File: config.mk
export PLATFORM = sky130hd
export DESIGN_NAME = tx_arbiter
export DESIGN_NICKNAME = d
export VERILOG_FILES = /design/src/rtl/tx_arbiter.sv
export SDC_FILE = /design/constraint.sdc
export NUM_CORES = 1
export LEC_CHECK = 0
export BUFFER_PORTS_ARGS = -buffer_cell sky130_fd_sc_hd__buf_2
export CORE_MARGIN = 2
export CORE_UTILIZATION = 50
export DETAILED_ROUTE_END_ITERATION = 12
export MAX_ROUTING_LAYER = met4
export PLACE_DENSITY = 0.78
export SLEW_MARGIN = 20
export SYNTH_ARGS = -nofsm -noshare
export SYNTH_HDL_FRONTEND = slang
export SYNTH_SLANG_ARGS = --single-unit
File: constraint.sdc
create_clock -name clk -period 2.7 [get_ports clk]
set_input_delay 0.675 -clock clk [delete_from_list [all_inputs] [get_ports clk]]
set_output_delay 0.675 -clock clk [all_outputs]
set_load 0.05 [all_outputs]
File: src/rtl/tx_arbiter.sv
// Round-robin front end that shares one serial transmitter among NREQ requesters:
// arbitrate, load the winner's character, wait for charSent (or time out), report back.
module tx_arbiter #(
  parameter int NREQ    = 4,
  parameter int WIDTH   = 8,
  parameter int TIMEOUT = 4096
) (
  input  logic                    clk,
  input  logic                    rst,
  input  logic [NREQ-1:0]         req,
  input  logic [NREQ*WIDTH-1:0]   reqData,
  output logic [NREQ-1:0]         grant,
  output logic [NREQ-1:0]         done,
  output logic [NREQ-1:0]         error,
  output logic                    busy,
  output logic                    load,
  output logic                    transmitEnable,
  output logic [WIDTH-1:0]        parallelDataIn,
  input  logic                    charSent
);

  localparam int PW = $clog2(NREQ);
  localparam int CW = $clog2(TIMEOUT);
  localparam logic [CW-1:0] CNT_MAX = CW'(TIMEOUT - 1);

  typedef enum logic [1:0] {
    S_IDLE,
    S_LOAD,
    S_SEND,
    S_FINISH
  } state_e;

  state_e            state_q, state_d;
  logic [PW-1:0]     ptr_q, ptr_d;
  logic [NREQ-1:0]   chan_q, chan_d;
  logic [CW-1:0]     cnt_q, cnt_d;
  logic              ok_q, ok_d;
  logic [WIDTH-1:0]  data_q, data_d;
  logic              char_sent_q;

  logic              win_found;
  logic [PW-1:0]     win_idx;
  logic [PW-1:0]     cand;
  logic [PW-1:0]     chan_idx;

  // Search starts one past the last served requester, so it gets lowest priority next.
  always_comb begin
    win_found = 1'b0;
    win_idx   = '0;
    cand      = '0;
    for (int i = 1; i <= NREQ; i++) begin
      cand = PW'((int'(ptr_q) + i) % NREQ);
      if (!win_found && req[cand]) begin
        win_found = 1'b1;
        win_idx   = cand;
      end
    end
  end

  always_comb begin
    chan_idx = '0;
    for (int i = 0; i < NREQ; i++) begin
      if (chan_q[i]) chan_idx = PW'(i);
    end
  end

  // NOTE: every variable gets its hold value first so no path can infer a latch.
  always_comb begin
    state_d = state_q;
    ptr_d   = ptr_q;
    chan_d  = chan_q;
    cnt_d   = cnt_q;
    ok_d    = ok_q;
    data_d  = data_q;
    unique case (state_q)
      S_IDLE: begin
        if (win_found) begin
          chan_d          = '0;
          chan_d[win_idx] = 1'b1;
          data_d          = reqData[int'(win_idx)*WIDTH +: WIDTH];
          state_d         = S_LOAD;
        end
      end
      S_LOAD: begin
        cnt_d   = '0;
        state_d = S_SEND;
      end
      S_SEND: begin
        // A level already high on entry is stale; only a fresh rise completes.
        if (charSent && !char_sent_q) begin
          ok_d    = 1'b1;
          state_d = S_FINISH;
        end else if (cnt_q == CNT_MAX) begin
          ok_d    = 1'b0;
          state_d = S_FINISH;
        end else begin
          cnt_d = cnt_q + 1'b1;
        end
      end
      S_FINISH: begin
        ptr_d   = chan_idx;
        state_d = S_IDLE;
      end
      default: state_d = S_IDLE;
    endcase
  end

  // NOTE: state registers use non-blocking assignments so all of them update together.
  always_ff @(posedge clk or negedge rst) begin
    if (!rst) begin
      state_q     <= S_IDLE;
      ptr_q       <= PW'(NREQ - 1);
      chan_q      <= '0;
      cnt_q       <= '0;
      ok_q        <= 1'b0;
      data_q      <= '0;
      char_sent_q <= 1'b0;
    end else begin
      state_q     <= state_d;
      ptr_q       <= ptr_d;
      chan_q      <= chan_d;
      cnt_q       <= cnt_d;
      ok_q        <= ok_d;
      data_q      <= data_d;
      char_sent_q <= charSent;
    end
  end

  // Outputs decode registered state only, so reset clears them without waiting for a clock.
  always_comb begin
    grant          = (state_q == S_LOAD) ? chan_q : '0;
    done           = (state_q == S_FINISH && ok_q) ? chan_q : '0;
    error          = (state_q == S_FINISH && !ok_q) ? chan_q : '0;
    busy           = (state_q != S_IDLE);
    load           = (state_q == S_LOAD);
    transmitEnable = (state_q == S_LOAD) || (state_q == S_SEND);
    parallelDataIn = data_q;
  end

endmodule

* After elaboration in Yosys (flattened, before gate mapping)
Cells that the tools add are included.
** Word-level totals
- Output and inout bits :: 23
- Input port bits :: 39
- Bits in registers :: 30
** Cells by class
- Shifts and indexed selects :: 1
- Reductions and logical operators :: 21
- Add/subtract/negate cells :: 5
- Eq/ne operators :: 8
- Muxes and demuxes :: 33
- $lt $le $gt $ge :: 6
** Operators with widths (number)
- 32-bit by 6-bit variable part select with 8-bit output :: 1
- 12-bit two-way mux :: 2
- 12-bit case mux with 2 select lines :: 1
- 2-bit two-way mux :: 9
- 2-bit by 3-bit less-than comparator with 1-bit output (second input constant) :: 5
- 12-bit by 1-bit adder with 12-bit output (second input constant) :: 1
- 12-bit == test (second input constant) :: 1
- 1-bit two-way mux :: 12
- 4-bit two-way mux :: 3
- 1-bit binary-select mux with 2-bit select :: 4
- 2-bit case mux with 4 select lines :: 1
- 1-bit logical AND :: 7
- 2-bit != test (second input constant) :: 3
- 2-bit AND reduction :: 3
- 2-bit nonzero test :: 3
- 1-bit zero test :: 5
- 2-bit by 1-bit adder with 2-bit output (second input constant) :: 2
- 2-bit adder (second input constant) :: 2
- 2-bit == test (second input constant) :: 2
- 3-bit != test (second input constant) :: 1
- 3-bit AND reduction :: 1
- 1-bit demux with 2-bit select :: 1
- 2-bit by 1-bit == test with 1-bit output (second input constant) :: 1
- 2-bit by 1-bit greater-or-equal comparator with 1-bit output (second input constant) :: 1
- 2 further kinds :: 2

* Longest topological paths before layout
- Word-level depth :: 17
- Mapped depth :: 8
- Mapped depth without buffers :: 7

* Worst setup path before layout
Ideal clock, no wire load.
- Path kind :: reg-to-output
- Start :: register state_q[1]
- End :: output port grant[0]
- Data arrival time :: 1463 ps
- Slack :: 562 ps
- Stages on the path, launching flop included :: 4
- Path buffers :: 0
- Path through :: dfrtp_1 -> inv_1 -> ha_1 -> and2_1
** On the way
- Cells in the longest elaborated chain, start to end :: 2
** Ends and longest elaborated chain
- start, declared :: RTL line 33 : state_e state_q, state_d;
- start signal, assigned :: RTL line 119 : state_q <= state_d;
- 2-bit by 1-bit == test with 1-bit output
- net load :: RTL line 16 : output logic load,
- 4-bit two-way mux :: RTL line 131 : grant = (state_q == S_LOAD) ? chan_q : '0;
- end, declared :: RTL line 12 : output logic [NREQ-1:0] grant,
The timed path passes the listed nets, and every way through them passes these cells.

* Worst setup path after layout
- Start :: register state_q[0]
- End :: output port transmitEnable
** On the way
- Cells in the longest elaborated chain, start to end :: 2
- Elaborated cells between the ends (all ways) :: 3
- Classes of those cells :: eq/ne (2); reduce/logical (1)
** Ends and longest elaborated chain
- 2-bit by 1-bit == test with 1-bit output / 2-bit == test (equally long branches) :: RTL line 136 : transmitEnable = (state_q == S_LOAD) || (state_q == S_SEND);
- 1-bit logical OR (*) :: RTL line 136
- end, declared :: RTL line 17 : output logic transmitEnable,
Mark *: on every way between the ends. The rest lies on a longest branch, timed or not.

==> summary.md <==
The largest net degree at the start of global routing came out at 31. The areal power density over the cells was 1050 nW/um2. At the worst endpoint, the required time is 2.03 ns. Relative to the synthesized area, the layout overhead comes to 21.7%. For the finished layout, the period the worst path requires is 2.31 ns. After synthesis, flip-flops and latches occupy 38.4% of the total area.

In this run the clock root is driven by a sky130_fd_sc_hd__clkbuf_8. The detail route stage leaves a number of antenna-violating nets equal to 0. The number of global-route vias before repair came out at 1599. The run gives 86 as the iteration-0 DRC count of the detailed router.

TritonCTS built the clock tree. Wires add up to 4540 um. The filler cell count was 324; the setup total negative slack was 0 ns. The flow ran to the end, and the final reports show no timing, DRC or antenna violations. The site row count came out at 22.

The wire length of the first global-routing pass came out at 7180 um. The count of synthesis-stage warnings from yosys is 0, and the die area is 4440 um2. Internal power comes to 1.23 mW.

The clock-pin slew reported for the worst setup and hold paths after clock tree synthesis is 0.06 ns. Across the run, the number of max-cap violations was 0. In the global route stage, overall resource usage came out at 22.1%.

Of all nets on the critical path, the largest fanout is 13. The post-route netlist has 33.1% of its cells at a drive strength greater than 1. The data arrival time of the worst path is 1.64 ns.

Routability-driven placement finished with a final weighted congestion of 0.797. STA classifies the critical path startpoint as a flop. Averaged over all synthesized cells, the footprint is 9.56 um2. In the post-synthesis netlist, the biggest area contributors are sky130_fd_sc_hd__dfrtp_1, sky130_fd_sc_hd__a211oi_1, sky130_fd_sc_hd__mux2i_1, sky130_fd_sc_hd__a211oi_2, sky130_fd_sc_hd__nor2_1. After routing the design area is 2380 um2.

The number of setup buffers added after CTS is 0. Number of max-slew violations in the final report: 0. For this configuration, the core starts out at a cell density of 52.7%. The fmax is 432 MHz.

The tools report the number of hold violations in the final report as 0. The H-tree was split into 2 levels. The run gives 13.8% as the share of total power in the clock network. The power share of the sequential group is 28.6%. Of all flip-flops after synthesis, the portion carrying an async set or reset was 100%. The largest vdd supply drop is 0.000604 V, and the post-placement cell count is 312. The worst setup path category was reg -> out. Buffers placed on the I/O ports in this run total 61.

The HPWL after detailed placement is 3410 um. The final route contains 1756 vias. Of the available clock period, the critical path in the final layout requires 85.7%. The startpoint of the worst register-to-register path is cnt_q[0]$_DFFE_PN0P_.

Once layout is complete, the utilization of the core stands at 64.2%. For this design, the sink count on the clock tree is 30. The post-placement cell area came out at 2300 um2. The pre-CTS worst setup slack came out at 0.484 ns.

The number of synthesized register bits works out to 30. The total power of the final layout was 2.51 mW; the area of the core was 3720 um2. TritonCTS created 5 clock buffers.

The most area-hungry cell type in the Yosys netlist was sky130_fd_sc_hd__dfrtp_1. After synthesis, the largest area contributor takes up 35.8% of total cell area. In this run the worst setup path begins at state_q[0]$_DFFE_PN0P_.

Dividing the detail-routed via count by the number of cells gives 5.49. In this run the power spent charging and discharging nets is 1.28 mW. The total standard cell area after synthesis was 1960 um2. Later-pin clock latency in the skew report: 0.29 ns. Setup repair after global routing left no endpoint under its margin. The tools report the number of different library cells in the post-synthesis netlist as 44.

The commonest cells after synthesis are sky130_fd_sc_hd__dfrtp_1, sky130_fd_sc_hd__a211oi_1, sky130_fd_sc_hd__nor2_1. Setup slack closes at 0.387 ns. The run gives 315 as the final net count. The initial antenna violation count is 0. The most frequently used cell type in the post-synthesis netlist was sky130_fd_sc_hd__dfrtp_1. For this run, design rule violations remaining after detail routing come to 0.

The transition at the pin with the smallest max-transition slack came out at 0.813 ns. Among all flip-flop cells after synthesis, the most frequent one is sky130_fd_sc_hd__dfrtp_1. For the number of antenna diodes, the log shows 0. Counting every instance in the synthesized netlist gives 205.

Measured against its own limit, the worst slew margin works out to 45.8%. Buffers inserted to repair hold after CTS numbered 0. After the flow finishes, the layout carries non-filler instances totaling 320. The clock passes through at most 2 buffers.

The die extent in y is 66.6 um, and the total iterations of the first detailed-routing run is 4. The logs give 0 for the post-cts resize count and 0 for the total of endpoints with negative setup slack in the final report. The number of flops mapped to enable cells by yosys is 0, and the static leakage is 1.13 nW. For the sum of overflow across all layers after global routing, the log shows 0. Critical path endpoint category: an output port. Combinational logic burns 57.7% of the power.

The switching share of total power was 51.1%. The number of I/O pins was 62; the routed wirelength normalized by instance count was 14.2 um. Type of the tightest min-delay check: in -> async. The tightest hold path in the finished design has a slack of 0.420 ns. The tools report the total nets after synthesis as 249.

Clock skew on the completed layout was measured at 0.00699 ns. The die is 66.6 um wide.
==> critical path: stages, from the launching register on <==
cell	delay (ns)
sky130_fd_sc_hd__dfrtp_1	0.40
sky130_fd_sc_hd__inv_1	0.08
sky130_fd_sc_hd__ha_1	0.53
sky130_fd_sc_hd__buf_2	0.34
==> power by group through the flow <==
stage	logic [mW]	registers, mW	clock network (mW)
2_1_floorplan	0.977	0.888	0
3_3_place_gp	1.42	0.720	0
3_5_place_dp	1.45	0.723	0
4_1_cts	1.45	0.717	0.350
5_1_grt	1.56	0.736	0.367
6_report	1.45	0.718	0.347
==> cell type report <==
type,instances,area (um2),share of cell area [%]
Multi-Input combinational cell,151,1080,45.5
Sequential cell,30,753,31.6
Tap cell,48,60.1,2.52
Clock buffer,8,80.1,3.36
Inverter,17,63.8,2.68
Timing Repair Buffer,66,343,14.4
==> path summary, 6_finish.rpt <==
kind,slack (ns),to,cells after the start
worst max-delay path,0.39,transmitEnable,3
worst min-delay path,0.42,cnt_q[10]$_DFFE_PN0P_,1
worst max register to register,0.60,state_q[1]$_DFFE_PN0P_,7
worst min register to register,0.53,ptr_q[0]$_DFFE_PN1N_,2
min in group clk,0.53,ptr_q[0]$_DFFE_PN1N_,2
max in group asynchronous,1.84,chan_q[2]$_DFFE_PN0P_,1
==> sequential cells by signal (all words and copies together) (netlist names) <==
name / cells
chan_q: 4
parallelDataIn: 8
cnt_q: 12
char_sent_q: 1
state_q: 2
ptr_q: 2
ok_q: 1
==> placed cells by master (no fill, tap or decap), types with 2 or more instances in the layout <==
cell | netlist | final
sky130_fd_sc_hd__nand4_1 | 5 | 5
sky130_fd_sc_hd__buf_4 | 0 | 5
sky130_fd_sc_hd__xnor2_1 | 8 | 8
sky130_fd_sc_hd__nand3_1 | 2 | 2
sky130_fd_sc_hd__a22o_1 | 2 | 2
sky130_fd_sc_hd__nor2_1 | 21 | 21
sky130_fd_sc_hd__o211ai_1 | 2 | 2
sky130_fd_sc_hd__dfstp_2 | 2 | 2
sky130_fd_sc_hd__mux2i_1 | 9 | 9
sky130_fd_sc_hd__ha_1 | 5 | 5
sky130_fd_sc_hd__a211oi_2 | 7 | 7
sky130_fd_sc_hd__clkbuf_1 | 3 | 3
sky130_fd_sc_hd__nand3_2 | 2 | 2
sky130_fd_sc_hd__a21oi_1 | 6 | 6
sky130_fd_sc_hd__and2_1 | 8 | 8
sky130_fd_sc_hd__nand2b_1 | 4 | 4
sky130_fd_sc_hd__dfrtp_1 | 28 | 28
sky130_fd_sc_hd__buf_2 | 0 | 61
sky130_fd_sc_hd__nor2b_1 | 4 | 4
sky130_fd_sc_hd__a211oi_1 | 24 | 24
sky130_fd_sc_hd__clkbuf_8 | 0 | 5
sky130_fd_sc_hd__inv_1 | 15 | 15
sky130_fd_sc_hd__and3_1 | 5 | 5
sky130_fd_sc_hd__o21ai_0 | 3 | 3
sky130_fd_sc_hd__a31oi_1 | 2 | 2
sky130_fd_sc_hd__nand2_1 | 16 | 16
==> layer usage <==
metal	up-vias	routed length [um]	track usage, %
met5	-	0	-
met4	0	55	7.65
met3	7	228	4.22
met2	55	2160	34.0
met1	821	2100	29.4
li1	873	-	-
==> cell families after synthesis <==
group	Yosys count	share of synthesized area (%)
simple gates	72	19.6
compound gates	56	23.8
buf+inv	24	6.19
fa+ha+maj	5	3.19
mux	10	5.17
xor+xnor	8	3.58
flops	30	38.4
Power figures use the tool's default switching activity.
